==> config.mk <==
export PLATFORM = sky130hd
export DESIGN_NAME = lza_lzc_decoder
export DESIGN_NICKNAME = d
export VERILOG_FILES = /design/src/rtl/lza_lzc_decoder.sv
export SDC_FILE = /design/constraint.sdc
export NUM_CORES = 1
export LEC_CHECK = 0
export CAP_MARGIN = 10
export CORE_MARGIN = 2
export CORE_UTILIZATION = 48
export CTS_BUF_LIST = sky130_fd_sc_hd__clkbuf_16
export DETAILED_ROUTE_END_ITERATION = 16
export HOLD_SLACK_MARGIN = 0.08
export PLACE_DENSITY = 0.87
export SETUP_SLACK_MARGIN = 0.02
export SLEW_MARGIN = 15
export SYNTH_ARGS = -nofsm -noshare
export SYNTH_HDL_FRONTEND = slang
export SYNTH_SLANG_ARGS = --single-unit
==> constraint.sdc <==
create_clock -name clk -period 3.7 [get_ports clk]
set_input_delay 1.11 -clock clk [delete_from_list [all_inputs] [get_ports clk]]
set_output_delay 1.11 -clock clk [all_outputs]
set_load 0.05 [all_outputs]
==> src/rtl/lza_lzc_decoder.sv <==
// lza_lzc_decoder: two-stage pipelined leading-zero counter that turns an LZA indicator
// string plus its concurrent-correction bit into the normaliser shift amount.
module lza_lzc_decoder #(
    parameter int DATA_WIDTH  = 8,
    parameter int GROUP_WIDTH = 4,
    parameter int CNT_WIDTH   = $clog2(DATA_WIDTH) + 1
) (
    input  logic                  clk,
    input  logic                  rst,
    input  logic                  in_valid,
    output logic                  in_ready,
    input  logic [DATA_WIDTH-1:0] string_f,
    input  logic                  in_corr,
    output logic                  out_valid,
    input  logic                  out_ready,
    output logic [CNT_WIDTH-1:0]  lz_count,
    output logic [CNT_WIDTH-1:0]  shift_amt,
    output logic                  all_zero
);
    localparam int N  = DATA_WIDTH / GROUP_WIDTH;
    localparam int LW = GROUP_WIDTH > 1 ? $clog2(GROUP_WIDTH) : 1;

    logic                 s1_valid_q, out_valid_q;
    logic [N-1:0]         nz_q, nz_d;
    logic [N-1:0][LW-1:0] lc_q, lc_d;
    logic                 corr_q;
    logic [CNT_WIDTH-1:0] lz_q, lz_d, sh_q, sh_d;
    logic                 az_q, az_d;
    logic [CNT_WIDTH:0]   sum;
    logic                 s2_load, in_fire;

    function automatic logic [LW-1:0] lzc_grp(input logic [GROUP_WIDTH-1:0] v);
        lzc_grp = '0;
        for (int i = 0; i < GROUP_WIDTH; i++)
            if (v[i]) lzc_grp = LW'(GROUP_WIDTH - 1 - i);
    endfunction

    assign s2_load   = !out_valid_q || out_ready;
    assign in_ready  = !s1_valid_q || s2_load;
    assign in_fire   = in_valid && in_ready;
    assign out_valid = out_valid_q;
    assign lz_count  = lz_q;
    assign shift_amt = sh_q;
    assign all_zero  = az_q;

    always_comb begin
        for (int g = 0; g < N; g++) begin
            nz_d[g] = |string_f[DATA_WIDTH-1-g*GROUP_WIDTH -: GROUP_WIDTH];
            lc_d[g] = lzc_grp(string_f[DATA_WIDTH-1-g*GROUP_WIDTH -: GROUP_WIDTH]);
        end
    end

    // Scan from the least-significant group up so the most-significant nonzero group wins.
    always_comb begin
        lz_d = CNT_WIDTH'(DATA_WIDTH);
        for (int g = N - 1; g >= 0; g--)
            if (nz_q[g]) lz_d = CNT_WIDTH'(g * GROUP_WIDTH) + CNT_WIDTH'(lc_q[g]);
        az_d = ~|nz_q;
        sum  = {1'b0, lz_d} + (CNT_WIDTH+1)'(corr_q);
        sh_d = sum > (CNT_WIDTH+1)'(DATA_WIDTH) ? CNT_WIDTH'(DATA_WIDTH) : sum[CNT_WIDTH-1:0];
    end

    always_ff @(posedge clk) begin
        if (rst) begin
            s1_valid_q  <= 1'b0;
            out_valid_q <= 1'b0;
            nz_q        <= '0;
            lc_q        <= '0;
            corr_q      <= 1'b0;
            lz_q        <= '0;
            sh_q        <= '0;
            az_q        <= 1'b0;
        end else begin
            if (in_fire) begin
                s1_valid_q <= 1'b1;
                nz_q       <= nz_d;
                lc_q       <= lc_d;
                corr_q     <= in_corr;
            end else if (s2_load) begin
                s1_valid_q <= 1'b0;
            end
            if (s2_load) begin
                out_valid_q <= s1_valid_q;
                if (s1_valid_q) begin
                    lz_q <= lz_d;
                    sh_q <= sh_d;
                    az_q <= az_d;
                end
            end
        end
    end
endmodule

---- Word level (Yosys, flattened, before mapping) ----
Index checks and enable logic that the tools add are counted.
storage, ports and cells
  bits in registers ....................... 18
  input port bits ......................... 13
  output and inout port bits .............. 11
operators by class
  add/sub/neg operators ................... 2
  $lt $le $gt $ge ......................... 1
  multiplexer cells ....................... 13
  reduce and logical (&&, ||, !) cells .... 11
operator list
  operator             count
  $mux 2               8
  $mux 4               3
  $reduce_or 4->1      2
  $add 4x1->5          1
  $gt 5x4->1 const B   1
  $add 3x2->4 const A  1
  $logic_not 1->1      3
  $logic_or 1x1->1     2
  $mux 1               2
  $reduce_and 2->1     1
  $reduce_bool 2->1    1
  $reduce_or 2->1      1
  $logic_and 1x1->1    1

---- Longest topological paths before layout ----
Gate-level depths: netlist (run 1).
  depth in word-level cells ............... 6
  gate-level depth with buffers ........... 8
  mapped depth without buffers ............ 8

---- Least setup slack after synthesis (run 1) ----
No wires, ideal clock.
  kind .................................... input port to output port
  from .................................... in out_ready
  to ...................................... out in_ready
  data arrival time ....................... 1561 ps
  required time ........................... 2590 ps
  path slack .............................. 1029 ps
  stages .................................. 2
  cell sequence ........................... and3b_1 inv_2
between the ends
  word-level cells in the longest chain between the ends .. 2
RTL lines
  item              line  text
  from (decl)       15    input logic out_ready,
  $logic_or 1x1->1  38    assign s2_load = !out_valid_q || out_ready;
  $logic_or 1x1->1  39    assign in_ready = !s1_valid_q || s2_load;
  to (decl)         11    output logic in_ready,
Every way passes these cells.

---- Worst setup path in the final report (run 1) ----
Ends and elaborated chain as after synthesis.

==> run metrics, run 1 <==
Synth Instances=94; Detail Placement HPWL=1.35 mm; crit path from=out_ready; layout cells sized above 1=5.17%; Post-synth EDFFs=0; Total GRT Usage=22.3%; setup repair bufs after CTS=0; vias per cell=5.87; synthesized flop and latch total=17; Yosys warning count=0; Tcrit/Tclk final=88.5%; Via Count=775; CTS Root Cell=clkbuf_16; Mapped Nets=109; Crit Path Category=in -> out; max incr delay on CP=0.43 ns; # resized after CTS=0; Hold Vio Cnt, Final=0; Pleak=0.427 nW; Setup crit end kind=output port; drt first pass iters=4; startpoint types=primary input; nets=132; cts bufs inserted=3; grt total ovfl=0; Crit path buffers/inverters=3; register area share after synthesis=42.8%; Clock Tree Buf Depth=2; Die Ht=44.7 um; Min-Delay Path Depth=2; RSZ-0062 raised after global routing=false; Post-synth top flop=dfxtp_1; Synth top cells by count=dfxtp_1, a21oi_1, o21ai_0; FP Rows=14; HP Start=lz_count[2]; Synth Area per Inst=8.47 um^2; Initial DRC Count=8; first-pass GRT wire length=3.19 mm; Initial Util=52.2%; VDD IR max=0.000287 V; count of final max-slew check failures=0; asr flop ratio synth=0%; detailed-route DRC error count=0; hold_buf cts=0; Clk pin slew, worst setup/hold paths=0.05 ns; Synth area leader=dfxtp_1; # diodes=0; endpoints failing setup=0; Final TNS setup=0 ns; critical path fanouts, max=8; reg2reg path depth=7; number of global-route vias before repair=775; Max-slew headroom=58.3%; Layout area overhead=38.8%; CP arrival=2.17 ns; delay-heaviest family, CP=buffers and inverters; largest net degree at the start of global routing=20; die area=0.00200 mm^2; initial antenna violation count=0; Die Width=44.7 um; final wirelength=1.87 mm; antenna-violating nets left=0; CTS tree=yes; Hold/Removal Path Class=reg -> reg; Worst-Margin Slew=0.624 ns; slowest stage cell, crit path=clkdlybuf4s50_1; PD cells=443 mW/mm^2; port bufs=23; CORE AREA=0.00152 mm^2; Synth cell types=25; status=finished clean; # IOs=24; Post-Syn Area=796 um^2; min Tclk post-route=3.28 ns; worst hold path endpoint=lz_count[2]; htree depth=1; CP cell instances=clkdlybuf4s50_1, and3b_1, inv_2, buf_12; Reg2Reg Launch Point=nz_q[0]; max cap viols=0; Sink Count=17; area share of the largest cell type after synthesis=42.8%; final core occ=72.5%; top cells by area, synth=dfxtp_1, a21oi_1, o21ai_0, o2111ai_1, nor2b_1; Final GP Congestion=0.775; Clock Skew=0.00246 ns; reg2reg end=shift_amt[2]; Routed wire per std cell=14.2 um; Req. time, crit path=2.59 ns; Max Clock Freq=0.305 GHz; Clk Latency, worst-skew pair=0.25 ns; cell with the most instances after synthesis=dfxtp_1; register-to-register setup slack=1.64 ns
==> placed cells by master, fill, tap and decap left out, types with 3 or more instances in the layout <==
cell,count
or4_1,4
o21ai_0,10
clkbuf_16,3
nor2b_1,5
dfxtp_1,17
a21oi_1,16
inv_1,5
o2111ai_1,4
a311oi_1,3
clkdlybuf4s50_1,22
nor2_1,7
nand2_1,3
==> logic make-up after synthesis <==
| group | count (synthesis) | share of synthesized area [%] |
|---|---|---|
| multiplexers | 1 | 1.26 |
| AND/OR/NAND/NOR | 26 | 18.1 |
| flip-flops | 17 | 42.8 |
| AO/OA/AOI/OAI | 37 | 27.8 |
| buffers and inverters | 11 | 6.92 |
| adder cells (fa/ha/maj) | 2 | 3.14 |
==> report_power, final <==
part | internal (W) | switching (W) | total, W
combinational | 0.0000326 | 0.0000433 | 0.0000759
clock | 0.000143 | 0.0000679 | 0.000211
sequential | 0.000193 | 0.00000895 | 0.000202
==> cell type report <==
| class | instances | area, um^2 |
|---|---|---|
| multi-input combinational | 66 | 400 |
| tap | 16 | 20.0 |
| clock inverter | 1 | 3.75 |
| fill | 129 | 419 |
| clock buffer | 3 | 75.1 |
| sequential | 17 | 340 |
| timing repair buffer | 23 | 240 |
| inverter | 6 | 25.0 |
==> stage by stage <==
step | worst slack (ns) | cell area, um^2 | total power (W) | hold slack, ns | std cells
finish | 0.424 | 1100 | 0.000489 | 0.469 | 132
detailed placement | 0.438 | 1030 | 0.000280 | 0.465 | 128
global placement | 0.463 | 1030 | 0.000278 | 0.462 | 128
global route | 0.374 | 1100 | 0.000505 | 0.502 | 132
floorplan | 1.03 | 796 | 0.000250 | 0.450 | 94
CTS | 0.426 | 1100 | 0.000491 | 0.472 | 132
==> worst min-delay path, cell delays in order, from the launching register on <==
cell	delay [ns]
dfxtp_1	0.30
o21ai_0	0.06
a21oi_1	0.06
==> routing by layer <==
layer  GRT usage (%)  wire length (um)  up-vias  part of all wire, %
li1                -                 -      385                    -
met1            23.7               720      355                   38
met2            37.4              1000       29                   54
met3            5.60               101        6                  5.4
met4            17.0                44        0                  2.4
met5               0                 0        -                    0
==> registers in the layout, summed over array words and instances (netlist names) <==
signal      cells
lc_q            4
shift_amt       4
s1_valid_q      1
out_valid       1
corr_q          1
lz_count        4
nz_q            2
==> how the worst max path moves through the flow <==
stage,endpoint,slack [ns],depth (start not counted)
after global placement,in_ready,0.46,4
after detailed placement,in_ready,0.44,4
final,in_ready,0.42,4
after CTS,in_ready,0.43,4
after global routing,in_ready,0.37,4
after floorplan,in_ready,1.03,2
(Power assumes the default switching activity.)
==> run 2: changes to the inputs <==
- clock period: 3.7 -> 4 ns (I/O delays scaled with it)
==> run 2 against run 1 <==
  * Power shrank 7.9%
  * Clock-buffer cell count is the same
  * Via count grew 1.0%
  * Cell area is the same
  * Die area is the same
  * Global-route usage is the same
  * Final cell count is the same
  * Clock skew shrank 0.0016 ns
  * Utilization is the same
  * Wire length grew 0.32%
  * Clock power shrank 8%
==> run metrics, run 2 (synthesis results as in run 1) <==
Hold Vio Cnt, Final=0; nets=132; largest net degree at the start of global routing=20; Clk pin slew, worst setup/hold paths=0.05 ns; initial antenna violation count=0; htree depth=1; layout cells sized above 1=5.17%; antenna-violating nets left=0; Clock Skew=0.000884 ns; port bufs=23; Tcrit/Tclk final=86.4%; Worst-Margin Slew=0.637 ns; endpoints failing setup=0; final wirelength=1.88 mm; die area=0.00200 mm^2; FP Rows=14; critical path fanouts, max=8; Die Ht=44.7 um; Initial Util=52.2%; # diodes=0; Max-slew headroom=57.4%; hold_buf cts=0; commonest non-fill, non-tap cell in the layout=clkdlybuf4s50_1; Routed wire per std cell=14.2 um; vias per cell=5.93; VDD IR max=0.000265 V; Sink Count=17; Total GRT Usage=22.3%; PD cells=408 mW/mm^2; grt total ovfl=0; Layout area overhead=38.8%; CP arrival=2.26 ns; cts bufs inserted=3; CTS Root Cell=clkbuf_16; Die Width=44.7 um; min Tclk post-route=3.46 ns; CP cell instances=clkdlybuf4s50_1, and3b_1, inv_2, buf_12; status=finished clean; slowest stage cell, crit path=clkdlybuf4s50_1; RSZ-0062 raised after global routing=false; Detail Placement HPWL=1.35 mm; count of final max-slew check failures=0; Final TNS setup=0 ns; Pleak=0.427 nW; Final GP Congestion=0.775; CTS tree=yes; Clock Tree Buf Depth=2; first-pass GRT wire length=3.19 mm; Req. time, crit path=2.80 ns; Max Clock Freq=0.289 GHz; setup repair bufs after CTS=0; # IOs=24; detailed-route DRC error count=0; max cap viols=0; max incr delay on CP=0.44 ns; Crit Path Category=in -> out; Via Count=783; number of global-route vias before repair=775; Setup crit end kind=output port; Initial DRC Count=7; CORE AREA=0.00152 mm^2; startpoint types=primary input; # resized after CTS=0; drt first pass iters=4; Hold/Removal Path Class=reg -> reg; Clk Latency, worst-skew pair=0.24 ns; most frequent cells in the layout=clkdlybuf4s50_1, dfxtp_1, a21oi_1, o21ai_0, nor2_1; hold slack=0.470 ns
==> run 2: metrics by stage <==
stage	instances	power, W	cell area [um^2]	setup WS, ns	utilization [%]
4_1_cts	132	0.000455	1100	0.546	72.5
3_3_place_gp	128	0.000257	1030	0.583	67.3
2_1_floorplan	94	0.000231	796	1.15	-
5_1_grt	132	0.000467	1100	0.494	72.5
3_5_place_dp	128	0.000259	1030	0.558	67.3
6_report	132	0.000451	1100	0.543	72.5
==> run 2: final cells by class <==
class	instances	area, um^2
Clock buffer	3	75.1
Fill cell	130	419
Sequential cell	17	340
Tap cell	16	20.0
Multi-Input combinational cell	66	400
Clock inverter	1	3.75
Inverter	6	25.0
Timing Repair Buffer	23	240
==> run 2: final timing paths <==
check | startpoint | slack [ns] | cells past startpoint | end
setup reg to reg | nz_q[0] | 1.94 | 7 | shift_amt[2]
hold / removal | lz_count[2] | 0.47 | 2 | lz_count[2]
setup / recovery | out_ready | 0.54 | 4 | in_ready
hold reg to reg | lz_count[2] | 0.47 | 2 | lz_count[2]
==> run 2: worst max-delay path, delay by kind of cell <==
| kind | cells | cell delay, ns |
|---|---|---|
| buffers and inverters | 3 | 0.73 |
| AND/OR/NAND/NOR | 1 | 0.33 |
==> run 2: power by group <==
group	internal [W]	leakage [nW]	switching (W)
Combinational	0.0000302	0.245	0.0000401
Clock	0.000132	0.0423	0.0000611
Sequential	0.000179	0.139	0.00000832
Total	0.000341	0.427	0.000109
==> run 2: metal layers <==
layer / GRT usage [%] / share of wire [%]
met1: 23.7 / 39
met5: 0 / 0
met4: 17.0 / 2.3
met2: 37.4 / 53
met3: 5.60 / 5.4
==> run 3: changes to the inputs <==
- SETUP_SLACK_MARGIN: 0.02 -> not set
==> results of run 3 <==
Final layout, timing and power as in run 2 (identical DEF).
